## src/rtl/ad_pkg.sv

```systemverilog
// Shared definitions for the AD sample chain: sample width, filter state encoding
// and the running-sum width helper.
package ad_pkg;

  localparam int unsigned AD_W = 8;

  typedef enum logic {
    FILL = 1'b0,
    RUN  = 1'b1
  } ad_state_e;

  function automatic int unsigned sum_width(input int unsigned sample_w,
                                            input int unsigned log2_depth);
    return sample_w + log2_depth;
  endfunction

endpackage

```

## src/rtl/ad_sample_ring.sv

```systemverilog
// Circular sample buffer for the moving-average filter: exposes the entry about to be
// overwritten, writes on accept, and clears synchronously on reset or flush.
module ad_sample_ring
  import ad_pkg::*;
#(
  parameter int unsigned AD_W       = ad_pkg::AD_W,
  parameter int unsigned LOG2_DEPTH = 2
) (
  input  logic            clk,
  input  logic            reset,
  input  logic            clr,
  input  logic            wr_en,
  input  logic [AD_W-1:0] din,
  output logic [AD_W-1:0] old_val
);

  localparam int unsigned DEPTH = 1 << LOG2_DEPTH;

  logic [AD_W-1:0]       mem [DEPTH];
  logic [LOG2_DEPTH-1:0] wr_ptr;

  always_ff @(posedge clk) begin
    if (reset || clr) begin
      for (int unsigned i = 0; i < DEPTH; i++) mem[i] <= '0;
      wr_ptr <= '0;
    end else if (wr_en) begin
      mem[wr_ptr] <= din;
      wr_ptr      <= wr_ptr + 1'b1;
    end
  end

  assign old_val = mem[wr_ptr];

endmodule

```

## src/rtl/ad_avg_filter.sv

```systemverilog
// Boxcar moving average over the last 2^LOG2_DEPTH accepted AD samples.
// Optional peak-hold output enabled by defining AD_PEAK_HOLD_EN.
module ad_avg_filter
  import ad_pkg::*;
#(
  parameter int unsigned AD_W       = ad_pkg::AD_W,
  parameter int unsigned LOG2_DEPTH = 2
) (
  input  logic            adck,
  input  logic            reset,
  input  logic [AD_W-1:0] ad_in,
  input  logic            sample_en,
  input  logic            clr,
  output logic [AD_W-1:0] avg_out,
  output logic            avg_valid,
  output logic            filled
`ifdef AD_PEAK_HOLD_EN
  ,
  output logic [AD_W-1:0] peak_out
`endif
);

  localparam int unsigned SW = sum_width(AD_W, LOG2_DEPTH);
  localparam logic [LOG2_DEPTH:0] FULL = {1'b1, {LOG2_DEPTH{1'b0}}};

  ad_state_e             state;
  logic [SW-1:0]         sum;
  logic [SW-1:0]         sum_next;
  logic [LOG2_DEPTH:0]   fill_cnt;
  logic [LOG2_DEPTH:0]   fill_next;
  logic                  full_next;
  logic [AD_W-1:0]       old_val;
  logic [AD_W-1:0]       avg_next;

  // clr drops a coincident sample, so the ring must not see it as a write
  ad_sample_ring #(
    .AD_W       (AD_W),
    .LOG2_DEPTH (LOG2_DEPTH)
  ) u_ring (
    .clk     (adck),
    .reset   (reset),
    .clr     (clr),
    .wr_en   (sample_en && !clr),
    .din     (ad_in),
    .old_val (old_val)
  );

  always_comb begin
    sum_next  = sum + SW'(ad_in) - SW'(old_val);
    fill_next = (fill_cnt == FULL) ? fill_cnt : fill_cnt + 1'b1;
    full_next = (fill_next == FULL);
    avg_next  = sum_next[SW-1:LOG2_DEPTH];
  end

  always_ff @(posedge adck) begin
    if (reset) begin
      state     <= FILL;
      sum       <= '0;
      fill_cnt  <= '0;
      avg_out   <= '0;
      avg_valid <= 1'b0;
      filled    <= 1'b0;
`ifdef AD_PEAK_HOLD_EN
      peak_out  <= '0;
`endif
    end else if (clr) begin
      state     <= FILL;
      sum       <= '0;
      fill_cnt  <= '0;
      avg_valid <= 1'b0;
      filled    <= 1'b0;
    end else if (sample_en) begin
      sum       <= sum_next;
      fill_cnt  <= fill_next;
      avg_out   <= avg_next;
      avg_valid <= full_next;
      if (full_next) begin
        state  <= RUN;
        filled <= 1'b1;
      end
`ifdef AD_PEAK_HOLD_EN
      if (full_next && (avg_next > peak_out)) peak_out <= avg_next;
`endif
    end else begin
      avg_valid <= 1'b0;
    end
  end

endmodule

```

## config.mk

```make
export PLATFORM = sky130hd
export DESIGN_NAME = ad_avg_filter
export DESIGN_NICKNAME = d
export VERILOG_FILES = /design/src/rtl/ad_pkg.sv /design/src/rtl/ad_sample_ring.sv /design/src/rtl/ad_avg_filter.sv
export SDC_FILE = /design/constraint.sdc
export NUM_CORES = 1
export LEC_CHECK = 0
export CAP_MARGIN = 20
export CORE_ASPECT_RATIO = 0.7
export CORE_MARGIN = 2
export CORE_UTILIZATION = 25
export DETAILED_ROUTE_END_ITERATION = 8
export SLEW_MARGIN = 20
export SYNTH_ARGS = -nofsm -noshare
export SYNTH_HDL_FRONTEND = slang
export SYNTH_HIERARCHICAL = 1
export SYNTH_SLANG_ARGS = --single-unit
```

## constraint.sdc

```tcl
create_clock -name adck -period 5.7 [get_ports adck]
set_input_delay 1.14 -clock adck [delete_from_list [all_inputs] [get_ports adck]]
set_output_delay 1.14 -clock adck [all_outputs]
set_load 0.005 [all_outputs]
```

==> impl_metrics.tcl, run 1 <==
set metrics [dict create \
    status "finished clean" \
    cts_buffer_depth 2 \
    place_ws_ns 1.439 \
    hold_end "filled" \
    insertedDiodeCount 0 \
    fin_crit_sh_pct 68.66 \
    track_usage_pct 10.92 \
    timing.rr.end "avg_out[7]" \
    hold_path.class "reg -> reg" \
    r2r_slack_ns 1.85 \
    grt_pass1_wl_mm 10.93 \
    highest_layer "met4" \
    tightestPinTransition_ns 0.7983 \
    synth_fp_nets 326 \
    drtIter0Drc 114 \
    synthCells 294 \
    critPathTopFamily "adder cells" \
    io_buffers 21 \
    start_util_pct 25.42 \
    fin_util_pct 30.69 \
    timing.final.ws_setup_ns 1.787 \
    cts-root-buf "clkbuf_16" \
    cts.clk_slew.worst_paths_ns 0.05 \
    slew_viol_final 0 \
    fmax_mhz 255.5 \
    fin_crit_ns 3.913 \
    finalNetCount 347 \
    final_hold_viol_count 0 \
    hold_path_depth 1 \
    syn_area_um2 3136 \
    cts.sinks 59 \
    firstDrtPassIters 4 \
    antenna_found_initial 0 \
    worst_clock_skew_ns 0.007494 \
    synth.distinct_cells 43 \
    path_common_cell "inv_1" \
    h-tree-depth 3 \
    postSynthAreaPerCell_um2 10.66 \
    tritoncts "done" \
    die_w_um 137.9 \
    wl_met2_mm 2.925 \
    dp_hpwl_mm 4.900 \
    wl_met3_um 342 \
    cts_hold_buffers 0 \
    boundaryPins 22 \
    hold_start "filled" \
    p_total_mw 1.323 \
    fin_setup_tns_ns 0 \
    timing.critical_path.buf_inv 3 \
    grt_remaining_overflow 0 \
    irDropWorstVdd_mv 0.1532 \
    rsz0062_at_grt "false" \
    cp_max_fo 2 \
    clock_latency_ns 0.33 \
    synth_flop_cell "edfxtp_1" \
    worstSetupEndpointType "register" \
    area_growth_pct 20.75 \
    fillers 1274 \
    ant_nets 0 \
    die_h_um 97.70 \
    met1_length_mm 3.514 \
    cp_cell_sequence "clkdlybuf4s50_1, inv_1, fa_1, inv_1, ha_1, a211oi_2, nor2_1, o41ai_2, mux2i_1, and2_1, xnor2_1, a211oi_1" \
    synth-seq-cells 59 \
    cts-resized-gates 0 \
    post-cts-setup-buffers 0 \
    via_per_inst 4.334 \
    crit_type "in -> reg" \
    grt_pass1_vias 2158 \
    routabilityCongestion 0.7881 \
    max_stage_delay_ns 0.59 \
    post_drt_wl_per_cell_um 14.21 \
    ys_seq_area_share_pct 47.89 \
    maxSlewHeadroom_pct 46.61 \
    synthArstFlopShare_pct 0 \
    cp.required_ns 5.93 \
    drive_gt1_share_pct 12.19 \
    synth-edff-count 32 \
    drc 0 \
    p_per_area_nw_per_um2 349.5 \
    setup_viol 0 \
    cp_slowest_cell "fa_1" \
    cap_violations 0 \
    crit_arrival_ns 4.14 \
    detailroute.via_count 2089 \
    cts_buffers 9 \
    drt_wl_total_mm 6.851 \
    fp-row-count 34 \
    dieArea_um2 13470 \
    grt_max_degree 22 \
    yosysWarnings 6 \
    p_leak_nw 1.491 \
    r2r_cells 11 \
    startpoint_type "primary input" \
    core_area_um2 12340 \
]
-- cell families (layout without fill, tap and decap cells) --
family | after synthesis | after routing | synth area share, %
and+or+nand+nor | 101 | 101 | 15.88
DFF | 59 | 59 | 47.89
buffers and inverters | 52 | 78 | 7.502
AOI/OAI and AO/OA | 35 | 35 | 7.382
adders and majority gates | 20 | 20 | 9.896
muxes | 17 | 17 | 8.659
xor gates and xnor gates | 10 | 10 | 2.793
-- layer usage --
metal	up-vias	track usage, %
met5	-	0
met4	0	3.297
met3	8	4.225
met2	32	15.80
met1	1024	15.05
li1	1025	-
-- layout make-up --
cell class | count | area, µm² | area share (%)
well taps | 162 | 202.7 | 5.354
repair buffers | 24 | 232.7 | 6.147
clock buffers | 15 | 277.8 | 7.336
inverters | 38 | 142.6 | 3.767
clock inverters | 1 | 30.03 | 0.7931
multi-input cells | 183 | 1399 | 36.95
flip-flops and latches | 59 | 1501 | 39.66
-- Yosys cell counts (3+ instances only) --
cell	instances	area share [%]
nor3_1	4	0.64
mux4_2	8	5.7
mux2i_1	8	2.6
xnor2_1	7	2.0
ha_1	12	4.8
clkbuf_1	7	0.84
nand2b_1	12	2.4
a21oi_1	11	1.8
nand2_1	16	1.9
nor2_1	48	5.7
a21o_1	3	0.72
fa_1	8	5.1
o21ai_0	7	1.1
inv_1	38	4.5
xor2_1	3	0.84
nor2_2	7	1.4
edfxtp_1	32	31
a211oi_1	6	1.4
dfxtp_1	27	17
-- where the power goes --
group          switching, mW  internal (mW)
registers             0.0140          0.477
logic                  0.153          0.123
clock network          0.183          0.374
total                  0.350          0.973
-- registers in the layout (all words and copies together) (netlist names), named ones only --
signal and count:
u_ring/wr_ptr 2, fill_cnt 3, sum 10, avg_out 8, filled 1, avg_valid 1
u_ring/mem 32
-- layout by cell type (no fill, tap or decap), types with 3 or more instances in the layout --
cell             Yosys  layout
clkdlybuf4s50_1      0      21
nor2_1              48      48
ha_1                12      12
clkbuf_16            0       9
fa_1                 8       8
o21ai_0              7       7
buf_4                1       3
dfxtp_1             27      27
mux2i_1              8       8
a211oi_1             6       6
clkbuf_1             7       3
edfxtp_1            32      32
nand2_1             16      16
mux4_2               8       8
inv_1               38      38
nor2_2               7       7
nand2b_1            12      12
nor3_1               4       4
xor2_1               3       3
a21o_1               3       3
xnor2_1              7       7
clkbuf_8             2       3
a21oi_1             11      11
-- worst max-delay path by stage --
stage	cells past startpoint	start	endpoint
after floorplan	11	ad_in[1]	avg_out[7]
after CTS	12	ad_in[1]	avg_out[7]
after detailed placement	12	ad_in[1]	avg_out[7]
after global routing	12	ad_in[1]	avg_out[7]
after global placement	12	ad_in[1]	avg_out[7]
final	12	ad_in[1]	avg_out[7]
-- metrics by stage --
step / std cells / area [µm²] / hold WS, ns
after floorplan: 294 / 3136 / 0.4499
after global routing: 482 / 3786 / 0.4780
after detailed placement: 466 / 3478 / 0.4468
final: 482 / 3786 / 0.4549
after CTS: 482 / 3786 / 0.4588
after global placement: 466 / 3478 / 0.4459
Note: power is estimated with default switching activity, not from simulation.
==> run 2: changes to the inputs <==
==> constraint.sdc (replaced) <==
create_clock -name adck -period 4.11 [get_ports adck]
set_input_delay 0.822 -clock adck [delete_from_list [all_inputs] [get_ports adck]]
set_output_delay 0.822 -clock adck [all_outputs]
set_load 0.005 [all_outputs]
==> run 2 against run 1 <==
Against the previous run: clock-buffer cell count fell by 5; critical path type unchanged; flip-flop and latch count unchanged; clock power increased by 52%; critical path depth did not move; combinational power is 40% higher; via count about the same; clock skew down 0.0018 ns; cell count increased by 0.83%; routed wire length shrank 0.15%; register-to-register slack worse by 1.2 ns; first-iteration DRC count is 6.1% higher; worst hold slack better by 0.0022 ns.
==> impl_metrics.tcl, run 2 (synthesis gave the netlist of run 1 again) <==
set metrics [dict create \
    detailroute.via_count 2088 \
    die_h_um 97.70 \
    fp-row-count 34 \
    drive_gt1_share_pct 13.58 \
    p_leak_nw 1.525 \
    crit_type "in -> reg" \
    reg_top3 "u_ring/mem x32, sum x10, avg_out x8" \
    placed_area_um2 3508 \
    status "finished clean" \
    h-tree-depth 3 \
    cts_hold_buffers 0 \
    maxSlewHeadroom_pct 64.70 \
    layout.cells.non_filler 486 \
    dp_hpwl_mm 5.010 \
    drtIter0Drc 121 \
    cp_max_fo 2 \
    firstDrtPassIters 4 \
    place_inst 470 \
    grt_pass1_vias 2198 \
    tritoncts "done" \
    irDropWorstVdd_mv 0.2813 \
    grt_max_degree 22 \
    routabilityCongestion 0.7659 \
    grt_use_met3_pct 4.486 \
    met2_usage_pct 15.31 \
    cts-root-buf "clkbuf_16" \
    layout_common_cells "nor2_1 (48), inv_1 (38), edfxtp_1 (32)" \
    die_w_um 137.9 \
    tightestPinTransition_ns 0.5265 \
    via_per_inst 4.296 \
    post-cts-setup-buffers 0 \
    finalNetCount 351 \
    cts_buffers 9 \
    regMostFlops "u_ring/mem" \
    cts.sinks 59 \
    cts_buffer_depth 2 \
    post_drt_wl_per_cell_um 14.08 \
    largest_reg_flops 32 \
    timing.final.ws_setup_ns 0.5304 \
    antenna_found_initial 0 \
    final_hold_viol_count 0 \
    place_ws_ns 0.1677 \
    drc 0 \
    cap_violations 0 \
    cp.required_ns 4.36 \
    boundaryPins 22 \
    rsz0062_at_grt "false" \
    fin_crit_ns 3.580 \
    fin_crit_sh_pct 87.10 \
    p_per_area_nw_per_um2 497.4 \
    drt_wl_total_mm 6.841 \
    grt.busiest_layer "met1" \
    core_area_um2 12340 \
    ant_nets 0 \
    crit_arrival_ns 3.83 \
    dieArea_um2 13470 \
    start_util_pct 25.42 \
    track_usage_pct 11.30 \
    grtUsageMet1_pct 16.16 \
    startpoint_type "primary input" \
    cts-resized-gates 0 \
    worstSetupEndpointType "register" \
    fin_area_um2 3841 \
    fin_setup_tns_ns 0 \
    mostFrequentLayoutCell "nor2_1" \
    slew_viol_final 0 \
    insertedDiodeCount 0 \
    clock_latency_ns 0.33 \
    setup_viol 0 \
    worst_clock_skew_ns 0.005696 \
    fmax_mhz 279.4 \
    io_buffers 21 \
    hold_path.class "reg -> reg" \
    grt_remaining_overflow 0 \
    area_growth_pct 22.51 \
    grt_pass1_wl_mm 11.23 \
    cts.clk_slew.worst_paths_ns 0.05 \
]
run 2: layout make-up:
class | instances | area (µm²)
Fill cell | 1267 | 8496
Sequential cell | 59 | 1501
Multi-Input combinational cell | 183 | 1399
Timing Repair Buffer | 28 | 262.8
Clock buffer | 10 | 229.0
Tap cell | 162 | 202.7
Inverter | 38 | 142.6
Clock inverter | 6 | 103.9
run 2: worst paths after layout:
check	start	endpoint	slack, ns	cells past startpoint
setup reg to reg	register	avg_out[7]	0.64	11
hold / removal	avg_out[2]	avg_out[2]	0.46	2
setup / recovery	ad_in[1]	avg_out[7]	0.53	12
hold reg to reg	avg_out[2]	avg_out[2]	0.46	2
run 2: where the power goes:
part | internal (mW) | switching (mW)
clock | 0.587 | 0.260
sequential | 0.661 | 0.0181
combinational | 0.172 | 0.212
total | 1.42 | 0.491
run 2: layer usage:
| metal | part of all wire, % | wire (µm) | vias to the layer above |
|---|---|---|---|
| met5 | 0 | 0 | - |
| met4 | 0.80 | 55 | 0 |
| met3 | 6.8 | 464 | 7 |
| met2 | 41 | 2808 | 43 |
| met1 | 51 | 3512 | 1006 |
| li1 | - | - | 1032 |
run 2: worst max-delay path, cell delays in order:
cell             delay [ns]
clkdlybuf4s50_1        0.48
inv_1                  0.06
fa_1                   0.59
inv_1                  0.06
ha_1                   0.31
a211oi_2               0.26
nor2_1                 0.10
o41ai_2                0.42
mux2i_1                0.28
and2_1                 0.16
xnor2_1                0.06
a211oi_1               0.21
run 2: through the flow:
stage	total power [mW]	utilization (%)	hold WS [ns]
2_1_floorplan	0.9666	-	0.4499
3_3_place_gp	1.071	28.44	0.4423
3_5_place_dp	1.074	28.44	0.4536
4_1_cts	1.929	31.14	0.4627
5_1_grt	2.012	31.14	0.4876
6_report	1.911	31.14	0.4570
